[src/rtl/ifetch_pkg.sv]
// Shared types and constants for the instruction-fetch stage.
package ifetch_pkg;

  typedef enum logic [2:0] {
    IDLE,
    REQ,
    WAIT,
    HOLD,
    FAULT
  } ifetch_state_t;

  localparam logic [31:0] INSTR_NOP = 32'h0000_0013;

endpackage

[src/rtl/ifetch_timer.sv]
// WAIT-phase watchdog: clears on load, counts while asked, flags the cycle that reaches LIMIT.
module ifetch_timer #(
  parameter int LIMIT = 255
) (
  input  logic clk,
  input  logic rstn,
  input  logic i_clear,
  input  logic i_count,
  output logic o_expire
);

  localparam int W = $clog2(LIMIT + 1);

  logic [W-1:0] r_cnt;

  always_ff @(posedge clk or negedge rstn) begin
    if (!rstn) begin
      r_cnt <= '0;
    end else if (i_clear) begin
      r_cnt <= '0;
    end else if (i_count) begin
      r_cnt <= r_cnt + W'(1);
    end
  end

  // Fires on the counting cycle whose increment would reach LIMIT.
  assign o_expire = i_count && (r_cnt == W'(LIMIT - 1));

endmodule

[src/rtl/ifetch.sv]
// Instruction fetch: req/gnt/rvalid handshake with imem, holds one word, drives PC-controller stay.
// Optional WAIT timeout fault is built only when IFETCH_TIMEOUT_EN is defined.
module ifetch
  import ifetch_pkg::*;
#(
  parameter int TIMEOUT_CYCLES = 255
) (
  input  logic        clk,
  input  logic        rstn,
  input  logic [31:0] pc,
  input  logic        exec_stall,
  output logic        imem_req,
  output logic [31:0] imem_addr,
  input  logic        imem_gnt,
  input  logic        imem_rvalid,
  input  logic [31:0] imem_rdata,
  output logic [31:0] instr,
  output logic        instr_valid,
  output logic        stay,
  output logic        fetch_fault
);

  ifetch_state_t r_state;
  logic [31:0]   r_instr;
  logic          r_instr_valid;
  logic          r_fault;
  logic          w_misaligned;
  logic          w_timeout;

  assign w_misaligned = (pc[1:0] != 2'b00);

`ifdef IFETCH_TIMEOUT_EN
  logic w_tmr_clear;
  logic w_tmr_count;

  assign w_tmr_clear = (r_state == REQ) && imem_gnt && !w_misaligned;
  assign w_tmr_count = (r_state == WAIT) && !imem_rvalid;

  ifetch_timer #(
    .LIMIT (TIMEOUT_CYCLES)
  ) u_timer (
    .clk      (clk),
    .rstn     (rstn),
    .i_clear  (w_tmr_clear),
    .i_count  (w_tmr_count),
    .o_expire (w_timeout)
  );
`else
  logic w_unused_cfg;
  assign w_unused_cfg = (TIMEOUT_CYCLES == 0);
  assign w_timeout    = 1'b0;
`endif

  always_ff @(posedge clk or negedge rstn) begin
    if (!rstn) begin
      r_state       <= IDLE;
      r_instr       <= INSTR_NOP;
      r_instr_valid <= 1'b0;
      r_fault       <= 1'b0;
    end else begin
      case (r_state)
        IDLE: r_state <= REQ;
        REQ: begin
          if (w_misaligned) begin
            r_state <= FAULT;
            r_fault <= 1'b1;
          end else if (imem_gnt) begin
            r_state <= WAIT;
          end
        end
        WAIT: begin
          // Responses are only ever sampled here; anything else is stale.
          if (imem_rvalid) begin
            r_instr       <= imem_rdata;
            r_instr_valid <= 1'b1;
            r_state       <= HOLD;
          end else if (w_timeout) begin
            r_state <= FAULT;
            r_fault <= 1'b1;
          end
        end
        HOLD: begin
          if (!exec_stall) begin
            r_instr_valid <= 1'b0;
            r_state       <= REQ;
          end
        end
        FAULT:   r_state <= FAULT;
        default: r_state <= IDLE;
      endcase
    end
  end

  assign imem_req    = (r_state == REQ) && !w_misaligned;
  assign imem_addr   = (r_state == REQ) ? {pc[31:2], 2'b00} : 32'h0;
  assign instr       = r_instr;
  assign instr_valid = r_instr_valid;
  assign fetch_fault = r_fault;
  // PC may move only on the HOLD cycle the consumer accepts the word.
  assign stay        = !((r_state == HOLD) && !exec_stall);

endmodule
[config.mk]
export PLATFORM = sky130hd
export DESIGN_NAME = ifetch
export DESIGN_NICKNAME = d
export VERILOG_FILES = /design/src/rtl/ifetch_pkg.sv /design/src/rtl/ifetch_timer.sv /design/src/rtl/ifetch.sv
export SDC_FILE = /design/constraint.sdc
export NUM_CORES = 1
export LEC_CHECK = 0
export CAP_MARGIN = 0
export CORE_MARGIN = 2
export CORE_UTILIZATION = 35
export DETAILED_ROUTE_END_ITERATION = 6
export DONT_BUFFER_PORTS = 1
export SYNTH_ARGS = -nofsm -noshare
export SYNTH_HDL_FRONTEND = slang
export SYNTH_SLANG_ARGS = --single-unit
export TNS_END_PERCENT = 50
[constraint.sdc]
create_clock -name clk -period 1.4 [get_ports clk]
set_input_delay 0.21 -clock clk [delete_from_list [all_inputs] [get_ports clk]]
set_output_delay 0.21 -clock clk [all_outputs]
set_load 0.02 [all_outputs]
# Yosys cells after proc, flatten, opt, wreduce, memory -nomap -nowiden
# Index checks and enable logic that the tools add are counted.
[op_classes] eq_ne=7 mux=9 reduce_logical=12
[op_table] op="$mux 32" count=1
[op_table] op="$pmux 3 s5" count=1
[op_table] op="$mux 3" count=4
[op_table] op="$eq 3x2->1 const B" count=2
[op_table] op="$reduce_and 3->1" count=2
[op_table] op="$ne 2x2->1 const B" count=2
[op_table] op="$reduce_and 2->1" count=2
[op_table] op="$reduce_bool 2->1" count=2
[op_table] op="$eq 3x1->1 const B" count=1
[op_table] op="$eq 3x3->1 const B" count=1
[op_table] op="$logic_not 1->1" count=3
[op_table] op="$logic_not 3->1" count=1
[op_table] op="$ne 3x3->1 const B" count=1
[op_table] op="$logic_and 1x1->1" count=2
[op_table] op="$mux 1" count=2
[op_table] op="$pmux 1 s2" count=1
[word_totals] word_cells=32 out_inout_bits=68 reg_bits=37 input_bits=69

# Logic depth before layout (Yosys ltp)
[logic_depth] word_depth=3 ltp_mapped=4 ltp_nobuf=3

# Worst setup path before layout
# OpenSTA, ideal clock, no wires.
[synth_path] path_type="register -> output" from="register r_state[2]" to="output imem_addr[10]" n_path_buf=1 required_ns=1.190 slack_ns=-0.052 stages_incl_launch_ff=4 arrival_time_ns=1.242 path_cell_list="dfrtp_1 > nor3b_1 > clkbuf_1 > and2_1"
[synth_via] elab_chain_cells=2
[synth_rtl] element="start: declaration" line_no="ifetch.sv:23" rtl="ifetch_state_t r_state;"
[synth_rtl] element="start signal: assignment" line_no="ifetch.sv:56" rtl="r_state <= IDLE;"
[synth_rtl] element="start signal: assignment" line_no="ifetch.sv:62" rtl="IDLE: r_state <= REQ;"
[synth_rtl] element="start signal: assignment" line_no="ifetch.sv:65" rtl="r_state <= FAULT;"
[synth_rtl] element="$eq 3x1->1" line_no="ifetch.sv:95" rtl="assign imem_addr = (r_state == REQ) ? {pc[31:2], 2'b00} : 32'h0;"
[synth_rtl] element="$mux 32" line_no="ifetch.sv:95"
[synth_rtl] element="end: declaration" line_no="ifetch.sv:13" rtl="output logic [31:0] imem_addr,"
# Every way passes these cells.

# Worst setup path in the final report
[layout_path] from="register r_state[2]" to="output imem_addr[25]"
# Same word-level chain as after synthesis.

==> metrics.txt <==
DRC 0; Core Rows 26; FF+latch count, synth 37; worst-path cell chain buf_6 -> nor3b_4 -> buf_12 -> and2_2; synth-to-layout area growth 17.0%; Worst Setup SP r_state[2]; Data arrival, critical path 1430 ps; vias in the first global route 1161; endpoints failing hold 0; I/O Pins 137; kind of critical path register to output port; # placed instances 198; Buf+Inv Stages, Crit Path 2; Non-Filler Instances 211; Yosys warning total 0; First-pass DRT Iterations 3; Post-Place Worst Slack -166 ps; Antenna Cells 0; CP required 1190 ps; final setup vio count 64; Netlist Area Pre-Place 1820 sq um; RSZ-0062 raised after global routing true; maxcap violations 0; Routed WL per cell 18.5 um; worst min path class input pin to register; nets 209; 1st-iter DRT viols 20; Critical-path top delay cell dfrtp_1; leading area contributor after synthesis dfrtp_1; Inserted Clock Buffers 5; leading cell type in the layout, fill and taps excluded dfrtp_1; first-pass GRT wire length 6100 um; CP startpoint kind register; Worst Setup End Kind output port; GRT Residual Overflow 0; Sinks on Clock Net 37; reg2reg start r_state[0]; initial antenna violation count 0; register area share after synthesis 0.510; CTS tree done; Slew Limit Fails 0; largest net degree at the start of global routing 38; DP Area 1930 sq um; CP max stage delay 390 ps; Initial Util 0.359; Final ANT Viol Nets 0; gpl congestion 0.633; die width 76.1 um; Cells after Synth 127; DR vias 1027; Vias/cell 4.87; final worst slack -239 ps; Syn Area/Cell 14.3 sq um; Port-buffer cells 0; crit-path max FO 32; Synth area leaders dfrtp_1 (47%), mux2_4 (24%), and2_1 (6.9%), and2_2 (4.5%), dfstp_2 (4.3%); Pleak 0.974 nW; Final min period 1640 ps; most frequent cells in the layout dfrtp_1 (34), mux2_4 (31), and2_2 (26); ratio of cells with drive above 1 in the final layout 0.638; fin crit share 1.17; Setup Skew 3.30 ps; DP HPWL 3010 um; R2R Setup Slk -200 ps; Netlist cell types 21; Highest Clock Rate 0.610 GHz; final core occ 0.420; clock latency on the worst-skew pair 280 ps; clock root buffer clkbuf_8; Max Buffers Root-to-Sink 2; failing checks setup timing; total die area 5800 sq um; H-tree depth 2; cell area power density 2180 nW/um^2; HP Start imem_rdata[5]; hold slack final 73.8 ps; setup_tns -12830 ps; DRT Wirelength 3900 um; post-route cell area 2130 sq um; FILL cells 482; clock-pin slew on the worst setup and hold paths 70 ps; core area 5070 sq um; top cell type's share of synthesized area 0.467; Total GRT Usage 0.136; CP delay by family, top simple AND/OR/NAND/NOR gates; Power Total 4.64 mW; status finished, violations left; VDD IR max 820 uV; die extent in y 76.1 um
Yosys cell counts (all sizes together):
master	instances
a21o	1
or3b	1
nor3	1
and2	31
conb	1
nand2b	2
clkbuf	3
mux2	33
o21ai	2
o31a	1
dfstp	3
buf	6
dfrtp	34
and2b	1
nor3b	2
nor2	3
a32oi	1
nor4bb	1
registers in the layout, summed over array words and instances (netlist names):
signal and count:
fetch_fault 1, instr 32, instr_valid 1, r_state 3
metal layers:
layer  global-route usage  part of all wire  wire length (um)
met1                0.139              0.35              1360
met2                0.242              0.54              2100
met3               0.0592             0.099               384
met4               0.0564             0.013                50
met5                    0                 0                 0
where the power goes:
group	internal (mW)	total, mW	switching [mW]
sequential	1.48	2.22	0.733
clock	0.352	0.691	0.339
combinational	0.954	1.73	0.780
total	2.79	4.64	1.85
cells by family after synthesis:
group / synth area share
multiplexers: 0.264
AO/OA/AOI/OAI: 0.0192
AND/OR/NAND/NOR: 0.153
buffers and inverters: 0.0515
flip-flops: 0.510
other: 0.00206
worst reg2reg max path, stage by stage (launching register included):
cell	delay [ps]
dfrtp_1	400
buf_6	130
nor4bb_4	370
buf_6	270
mux2_4	320
layout make-up:
class	instances	area (sq um)	share of cell area
clock inverter	1	7.51	0.00352
sequential	37	930	0.436
timing repair buffer	14	160	0.0752
clock buffer	7	76.3	0.0358
tap	70	87.6	0.0411
multi-input combinational	82	870	0.408
worst paths after layout:
check	end	cells past startpoint
max in group asynchronous	instr[0]	2
setup reg to reg	instr[15]	4
hold / removal	instr[5]	1
hold reg to reg	r_state[1]	2
min in group asynchronous	instr[3]	2
setup / recovery	imem_addr[25]	4
timing repair:
action	in CTS	in global routing
endpoints found under the hold margin	37	0
hold buffers	2	0
pin swaps	0	0
setup endpoints to repair	65	64
gates resized for setup	32	1
buffers inserted	2	1
No activity file was read; power rests on OpenSTA's default activity.
